## src/rtl/uart_tx_arbiter.sv

```systemverilog
// rtl/uart_tx_arbiter.sv - round-robin, packet-locking arbiter sharing one uart_tx between byte-stream requesters
module uart_tx_arbiter #(
    parameter int         NUM_REQ     = 4,
    parameter int         MAX_BURST   = 16,
    parameter logic [7:0] GAP_TIMEOUT = 8'd255
) (
    input  logic                 CLK,
    input  logic                 RSTN,
    input  logic [NUM_REQ-1:0]   req_valid_i,
    input  logic [8*NUM_REQ-1:0] req_data_i,
    input  logic [NUM_REQ-1:0]   req_last_i,
    output logic [NUM_REQ-1:0]   req_ready_o,
    output logic [7:0]           tx_data_o,
    output logic                 tx_valid_o,
    input  logic                 tx_ready_i,
    output logic [NUM_REQ-1:0]   grant_o,
    output logic                 busy_o,
    output logic                 gap_abort_o
);

    localparam int         IW         = (NUM_REQ > 1) ? $clog2(NUM_REQ) : 1;
    localparam logic [7:0] BURST_LAST = 8'(MAX_BURST - 1);
    localparam logic [7:0] GAP_LAST   = GAP_TIMEOUT - 8'd1;

    typedef enum logic [1:0] {
        ST_IDLE,
        ST_SEND,
        ST_ACK
    } state_t;

    state_t        state_q, state_d;
    logic [IW-1:0] owner_q, owner_d;
    logic [IW-1:0] ptr_q, ptr_d;
    logic [7:0]    tx_data_q, tx_data_d;
    logic          tx_valid_q, tx_valid_d;
    logic          last_q, last_d;
    logic [7:0]    burst_cnt_q, burst_cnt_d;
    logic [7:0]    gap_cnt_q, gap_cnt_d;
    logic          gap_abort_q, gap_abort_d;

    logic [IW-1:0] pick;
    logic          found;
    logic          sel_valid;
    logic          sel_last;
    logic [7:0]    sel_data;

    function automatic logic [IW-1:0] wrap_idx(input logic [IW-1:0] base, input int off);
        int s;
        s = int'(base) + off;
        if (s >= NUM_REQ) begin
            s = s - NUM_REQ;
        end
        return IW'(s);
    endfunction

    // Search starts just past the previous owner, so the previous owner has lowest priority.
    always_comb begin
        pick  = '0;
        found = 1'b0;
        for (int i = 1; i <= NUM_REQ; i++) begin
            if (!found && req_valid_i[wrap_idx(ptr_q, i)]) begin
                found = 1'b1;
                pick  = wrap_idx(ptr_q, i);
            end
        end
    end

    always_comb begin
        sel_valid = req_valid_i[owner_q];
        sel_last  = req_last_i[owner_q];
        sel_data  = req_data_i[{owner_q, 3'b000} +: 8];
    end

    always_comb begin
        state_d     = state_q;
        owner_d     = owner_q;
        ptr_d       = ptr_q;
        tx_data_d   = tx_data_q;
        tx_valid_d  = tx_valid_q;
        last_d      = last_q;
        burst_cnt_d = burst_cnt_q;
        gap_cnt_d   = gap_cnt_q;
        gap_abort_d = 1'b0;

        case (state_q)
            ST_IDLE: begin
                if (found) begin
                    owner_d     = pick;
                    burst_cnt_d = '0;
                    gap_cnt_d   = '0;
                    state_d     = ST_SEND;
                end
            end
            ST_SEND: begin
                if (sel_valid) begin
                    tx_data_d  = sel_data;
                    tx_valid_d = 1'b1;
                    last_d     = sel_last;
                    gap_cnt_d  = '0;
                    state_d    = ST_ACK;
                end else if (gap_cnt_q == GAP_LAST) begin
                    gap_abort_d = 1'b1;
                    ptr_d       = owner_q;
                    gap_cnt_d   = '0;
                    burst_cnt_d = '0;
                    state_d     = ST_IDLE;
                end else if (gap_cnt_q != 8'hFF) begin
                    gap_cnt_d = gap_cnt_q + 8'd1;
                end
            end
            ST_ACK: begin
                if (tx_ready_i) begin
                    tx_valid_d = 1'b0;
                    // A last byte landing on the burst limit releases only once.
                    if (last_q || (burst_cnt_q == BURST_LAST)) begin
                        burst_cnt_d = '0;
                        ptr_d       = owner_q;
                        state_d     = ST_IDLE;
                    end else begin
                        if (burst_cnt_q != 8'hFF) begin
                            burst_cnt_d = burst_cnt_q + 8'd1;
                        end
                        state_d = ST_SEND;
                    end
                end
            end
            default: begin
                state_d = ST_IDLE;
            end
        endcase
    end

    always_ff @(posedge CLK or negedge RSTN) begin
        if (!RSTN) begin
            state_q     <= ST_IDLE;
            owner_q     <= '0;
            ptr_q       <= IW'(NUM_REQ - 1);
            tx_data_q   <= '0;
            tx_valid_q  <= 1'b0;
            last_q      <= 1'b0;
            burst_cnt_q <= '0;
            gap_cnt_q   <= '0;
            gap_abort_q <= 1'b0;
        end else begin
            state_q     <= state_d;
            owner_q     <= owner_d;
            ptr_q       <= ptr_d;
            tx_data_q   <= tx_data_d;
            tx_valid_q  <= tx_valid_d;
            last_q      <= last_d;
            burst_cnt_q <= burst_cnt_d;
            gap_cnt_q   <= gap_cnt_d;
            gap_abort_q <= gap_abort_d;
        end
    end

    always_comb begin
        grant_o     = (state_q != ST_IDLE) ? (NUM_REQ'(1) << owner_q) : '0;
        req_ready_o = (state_q == ST_SEND) ? grant_o : '0;
        busy_o      = (state_q != ST_IDLE);
        tx_data_o   = tx_data_q;
        tx_valid_o  = tx_valid_q;
        gap_abort_o = gap_abort_q;
    end

endmodule

```

## config.mk

```make
export PLATFORM = sky130hd
export DESIGN_NAME = uart_tx_arbiter
export DESIGN_NICKNAME = d
export VERILOG_FILES = /design/src/rtl/uart_tx_arbiter.sv
export SDC_FILE = /design/constraint.sdc
export NUM_CORES = 1
export LEC_CHECK = 0
export CELL_PAD_IN_SITES_DETAIL_PLACEMENT = 1
export CELL_PAD_IN_SITES_GLOBAL_PLACEMENT = 1
export CORE_MARGIN = 3
export CORE_UTILIZATION = 36
export DETAILED_ROUTE_END_ITERATION = 8
export GPL_ROUTABILITY_DRIVEN = 0
export PLACE_DENSITY = 0.83
export SYNTH_ARGS = -nofsm -noshare
export SYNTH_HDL_FRONTEND = slang
export SYNTH_SLANG_ARGS = --single-unit
```

## constraint.sdc

```tcl
create_clock -name CLK -period 2.9 [get_ports CLK]
set_input_delay 0.435 -clock CLK [delete_from_list [all_inputs] [get_ports CLK]]
set_output_delay 0.435 -clock CLK [all_outputs]
set_load 0.01 [all_outputs]
```

## Yosys cells after proc, flatten, opt, wreduce, memory -nomap -nowiden

Cells that the tools add are included.

- Output and inout port bits: 19
- Input bits: 43
- Register bits after elaboration: 33

- Eq/ne operators: 15
- Reduce and logical (&&, ||, !) cells: 19
- Muxes and demuxes: 54
- Magnitude comparators: 9
- $add $sub $neg: 10
- Shifts and indexed selects: 2

Operators by type and width:

| cell | number |
|---|---|
| two-way mux 8 bit | 9 |
| two-way mux 2 bit | 16 |
| variable part select 32 x 6 -> 8 bit | 1 |
| one-hot mux 8 bit (3 select lines) | 1 |
| adder 8 x 1 -> 8 bit (second input constant) | 2 |
| two-way mux 1 bit | 16 |
| != test 8 bit (second input constant) | 2 |
| one-hot mux 8 bit (2 select lines) | 1 |
| less-than comparator 2 x 3 -> 1 bit (second input constant) | 5 |
| binary-select mux 1 bit (select 2 bit) | 6 |
| != test 2 bit (second input constant) | 6 |
| >= comparator 3 bit (second input constant) | 3 |
| AND reduction 3 bit | 3 |
| == test 8 x 4 -> 1 bit (second input constant) | 1 |
| == test 8 bit (second input constant) | 1 |
| two-way mux 4 bit | 2 |
| subtractor 2 x 1 -> 2 bit (second input constant) | 4 |
| adder 2 x 2 -> 3 bit (second input constant) | 2 |
| != test 3 bit (second input constant) | 2 |
| one-hot mux 2 bit (3 select lines) | 1 |
| AND reduction 6 bit | 1 |
| nonzero test 2 bit | 3 |
| AND reduction 5 bit | 1 |
| adder 2 x 3 -> 4 bit (second input constant) | 1 |
| 14 further kinds | 19 |

## Logic depth before layout (Yosys ltp)

- Word-level depth: 17
- Depth in mapped cells: 7
- Depth with buffers taken out: 6

## Worst setup path after synthesis

OpenSTA, ideal clock, no wires.

- Path type: register to register
- Start point: register owner_q[0]
- End point: register burst_cnt_q[0]
- Arrival: 1968 ps
- Path slack: 804 ps
- Path buffers: 1
- Setup time: 127 ps
- Stages on the path, launching flop included: 6
- Period minus slack after synthesis: 2096 ps
- Path through: dfrtp_1 > buf_6 > mux4_2 > nor4b_4 > o21a_2 > mux2_1

- Longest elaborated chain between the ends: 4

RTL lines:

| what | RTL line | RTL |
|---|---|---|
| from (decl) | 32 | `logic [IW-1:0] owner_q, owner_d;` |
| from (signal assigned) | 146 | `owner_q <= owner_d;` |
| binary-select mux 1 bit (select 2 bit) | 69 | `sel_valid = req_valid_i[owner_q];` |
| two-way mux 1 bit (not written as such) | 69 |  |
| != test 2 bit (no line) | n/a |  |
| AND reduction 6 bit (no line) | n/a |  |
| to (signal assigned) | 151 | `burst_cnt_q <= burst_cnt_d;` |
| to (decl) | 37 | `logic [7:0] burst_cnt_q, burst_cnt_d;` |

Every way passes these cells. The select of a mux whose other input is x is not followed.
A chain may end at the register's enable or synchronous reset.

## Worst setup path in the final report

- Start point: input req_valid_i[1]
- End point: register burst_cnt_q[0]

- Longest elaborated chain between the ends: 14
- Elaborated cells on any way between the ends: 23

RTL lines:

| what | RTL line | RTL |
|---|---|---|
| from (decl) | 9 | `input logic [NUM_REQ-1:0] req_valid_i,` |
| binary-select mux 1 bit (select 2 bit) | 61 | `if (!found && req_valid_i[wrap_idx(ptr_q, i)]) begin` |
| two-way mux 1 bit (not written as such) | 61 |  |
| two-way mux 1 bit | 61 |  |
| zero test 1 bit | 61 |  |
| logical AND 1 bit | 61 |  |
| two-way mux 1 bit | 61 |  |
| zero test 1 bit | 61 |  |
| logical AND 1 bit | 61 |  |
| two-way mux 1 bit | 61 |  |
| zero test 1 bit | 61 |  |
| logical AND 1 bit | 61 |  |
| two-way mux 1 bit | 61 |  |
| != test 2 bit (no line) | n/a |  |
| AND reduction 6 bit (no line) (*) | n/a |  |

Mark *: on every way between the ends. The rest lies on a longest branch, timed or not. The select of a mux whose other input is x is not followed.

==> summary by stage <==
Timing
The final count of negative-setup-slack endpoints is 0. The achievable frequency is 408 MHz. For the finished layout, the period the worst path requires is 2.45 ns. In the finished design, the share of the clock period the worst path needs comes to a little over four fifths. The total count of max-transition violations in the final report is 0. The number of hold-slack violations in the final timing report came to 0. The setup clock skew after layout is approximately 0.0096 ns.

Measured against its own limit, the worst slew margin works out to 57.1%. The sum of negative setup slack is 0 ns. The slew at the pin with the worst max-slew slack is 0.640 ns. Setup repair after global routing left no endpoint under its margin.

Drt
After detailed routing, the average wire length per cell comes to 18.6 µm. For this block, the initial DRC count from the detailed router was 53. The count of TritonRoute iterations in the first routing pass is 4. The post-detailed-route via-to-cell ratio is 5.59. The count of nets left with antenna violations once routing finished came out at 0. After detailed routing, the number of remaining DRC violations is 0. The total wire length after detailed routing is 6250 µm. The detailed router placed 1879 vias in this run.

Synthesis
The number of distinct library cells after synthesis is 48. The per-instance average area after synthesis is 10.4 µm². The register bit count reported by yosys is 33. The compound-cell area share of the yosys netlist is 15.3%. The number of nets in the synthesized netlist is 245. The synthesized netlist devotes 1.82% of its cell area to adder and majority cells.

The area share of xor/xnor cells in the synthesized design is 0%. The multiplexer share of the synthesized area is 19.5%. Yosys printed 0 warnings. The main combinational cell family by area after synthesis is multiplexers. Counting every instance in the synthesized netlist gives 199.

The post-synth design cell area is 2070 µm². Of the total synthesized cell area, the portion taken by AND, OR, NAND and NOR gates is 19.2%. Summing the sequential cell areas from Yosys gives about 40% of the chip area.

Global route
The via count of the first global-routing pass is 1987. The leftover overflow at the end of global routing is 0. Entering global routing, the biggest net connects 34 pins. The initial antenna violation count is 0.

Across every metal layer, demand over resource in global routing totals 19.6%. The global-route wire length before repair is roughly 9900 µm.

Critical path
The buffers plus inverters on the worst setup path is 1. The worst path arrival time is 2.62 ns. The terminus of the critical flop-to-flop path is burst_cnt_q[7]. The worst-path cell with the longest stage delay is sky130_fd_sc_hd__mux4_2. On the critical path the largest part of the delay comes from multiplexers. The largest single stage delay on the critical path is 0.58 ns.

Traced cell by cell, the critical path runs through clkdlybuf4s50_1, mux4_2, nor4b_4, o21a_2, mux2_1. Along the worst path, the maximum fanout reaches 8. For the worst flop-to-flop path, the logic depth is 4. STA classifies the critical path endpoint as a flip-flop.

The worst endpoint required time is roughly 3 ns. The kind of critical path is in -> reg. The launching element type of the critical path is a primary input. The total stage count of the critical path is 5.

In this run the register-to-register setup slack is 0.70 ns. The launch instance of the worst register-to-register path is state_q[0].

Clock network
For this design, the sink count on the clock tree is 33. The setup fix buffers added after clock tree synthesis is 0. The clock tree synthesis step divided the H-tree into 2 levels. The later pin in the worst-skew pair is clocked with a latency of 0.29 ns. The maximum clock insertion buffer count is 2. The hold buffer count at cts is 0. In this run, post-CTS repair resized a total of 0 instances. Clock-pin slew was measured on the worst setup and hold paths at ~0.07 ns. The TritonCTS clock tree is built. The clock tree root buffer cell is sky130_fd_sc_hd__clkbuf_8. The number of buffers added by the clock tree synthesis step is 5.

Place
The HPWL reported at the end of detailed placement is 4960 µm. Summing all placed instances gives a cell area of 2780 µm². Input and output buffers added on the ports amount to 61.

Die
For this configuration, the core starts out at a cell density of 38.7%. The area of the die is ~6700 µm². The die is 81.8 µm wide. The I/O pin total is between 60 and 70. After floorplanning, the core was divided into 26 placement rows.

The area of the core is 5340 µm². In this run the vertical extent of the chip is between 80 and 90 µm.

Power and ir drop
For this design the static power due to leakage is 1.13 nW. Dividing total power by cell area gives a power density of roughly 810 nW/µm². The peak supply drop is 0.422 mV.

Final layout
After routing the design area is 2860 µm². The area growth from synthesis to final layout is 38.6%. The final core area utilization is around 54%. The repair_antennas step left the layout with diodes totalling 0. The fraction of layout instances using a drive strength above 1 is 15.4%. The net count of the finished layout is 312.

Status
The run finished with clean final reports.

Min path
The startpoint identified for the worst hold timing path is tx_data_o[0]. Counting instances, the worst hold path has a depth of 1. The worst hold path terminates at tx_data_o[0].

The type of the tightest min-delay check is reg -> reg.

Flow run
The reported max-cap violation count is 0.
## cell usage in the layout (no fill, tap or decap), drive strengths merged, types with 2 or more instances in the layout
cell type,count
a211oi,3
a21oi,10
a221o,2
a31oi,5
and3,3
buf,7
clkbuf,7
clkdlybuf4s50,61
dfrtp,31
dfstp,2
ha,3
inv,12
mux2,14
mux2i,2
mux4,10
nand2,13
nand2b,9
nand3,9
nand4,2
nor2,15
nor2b,2
nor3,5
nor3b,3
nor4,2
o211ai,4
o21ai,7
o221ai,3
o31ai,2
or4,3
## report_power, final
part / internal (mW) / leakage (nW) / switching, mW
clock: 0.188 / 0.0443 / 0.172
combinational: 0.640 / 0.665 / 0.582
sequential: 0.600 / 0.424 / 0.124
total: 1.43 / 1.13 / 0.877
## stage by stage
step | hold slack, ns | total power [mW] | setup WS (ns) | cells
6_report | 0.512 | 2.31 | 0.448 | 336
3_3_place_gp | 0.486 | 1.92 | 0.200 | 329
2_1_floorplan | 0.139 | 1.45 | 0.804 | 199
5_1_grt | 0.537 | 2.48 | 0.344 | 336
4_1_cts | 0.516 | 2.34 | 0.447 | 336
3_5_place_dp | 0.497 | 1.97 | 0.146 | 329
## worst register-to-register path, delay by kind of cell, from the launching register on
kind               cells  cell delay (ns)
AOI/OAI and AO/OA      2             0.54
and+or+nand+nor        2             1.07
DFF                    1             0.50
## synth_stat cells (all sizes together)
library cell | instances | area (µm²)
dfrtp | 31 | 776
nor2 | 15 | 56.3
mux2 | 14 | 158
nand2 | 13 | 48.8
inv | 12 | 45.0
a21oi | 10 | 50.1
mux4 | 10 | 225
nand2b | 9 | 56.3
nand3 | 9 | 45.0
o21ai | 7 | 35.0
a31oi | 5 | 31.3
clkbuf | 5 | 18.8
nor3 | 5 | 25.0
o211ai | 4 | 30.0
a211oi | 3 | 27.5
and3 | 3 | 18.8
buf | 3 | 20.0
ha | 3 | 37.5
nor3b | 3 | 22.5
o221ai | 3 | 26.3
or4 | 3 | 22.5
a221o | 2 | 20.0
dfstp | 2 | 52.6
mux2i | 2 | 20.0
nand4 | 2 | 12.5
nor2b | 2 | 12.5
nor4 | 2 | 12.5
o31ai | 2 | 15.0
a211o | 1 | 8.76
a221oi | 1 | 8.76
a22o | 1 | 8.76
a2bb2oi | 1 | 8.76
a41oi | 1 | 8.76
and4 | 1 | 8.76
nor4b | 1 | 23.8
nor4bb | 1 | 10.0
o21a | 1 | 8.76
o21ba | 1 | 10.0
o21bai | 1 | 7.51
o221a | 1 | 11.3
or2 | 1 | 6.26
or3 | 1 | 6.26
or3b | 1 | 8.76
## registers in the layout, indices dropped and copies added (netlist names)
| register | flops |
|---|---|
| state_q | 2 |
| last_q | 1 |
| burst_cnt_q | 8 |
| owner_q | 2 |
| gap_abort_o | 1 |
| tx_valid_o | 1 |
| gap_cnt_q | 8 |
| tx_data_o | 8 |
| ptr_q | 2 |
## worst max path at each step
stage                   start             end  slack [ns]
2_1_floorplan      owner_q[0]  burst_cnt_q[0]        0.80
4_1_cts        req_valid_i[1]  burst_cnt_q[0]        0.45
5_1_grt        req_valid_i[1]  burst_cnt_q[1]        0.34
6_report       req_valid_i[1]  burst_cnt_q[0]        0.45
3_5_place_dp   req_valid_i[1]  burst_cnt_q[0]        0.15
3_3_place_gp   req_valid_i[1]  burst_cnt_q[1]        0.20
## final cells by class
type                    count  area [µm²]
inverters                  12        45.0
fillers                   621        2470
multi-input cells         146        1150
well taps                  70        87.6
clock buffers               7        86.3
repair buffers             68         663
flip-flops and latches     33         828
## kinds of logic after synthesis
| family | count (synthesis) |
|---|---|
| compound gates | 45 |
| mux | 26 |
| flops | 33 |
| buf+inv | 20 |
| fa+ha+maj | 3 |
| simple gates | 72 |
## routing by layer
layer / vias up / routed length (µm) / GRT usage [%]
li1: 880 / - / -
met1: 960 / 2460 / 23.6
met2: 24 / 3490 / 34.0
met3: 15 / 144 / 3.84
met4: 0 / 149 / 8.14
met5: - / 0 / 0
No activity file was read; power rests on OpenSTA's default activity.
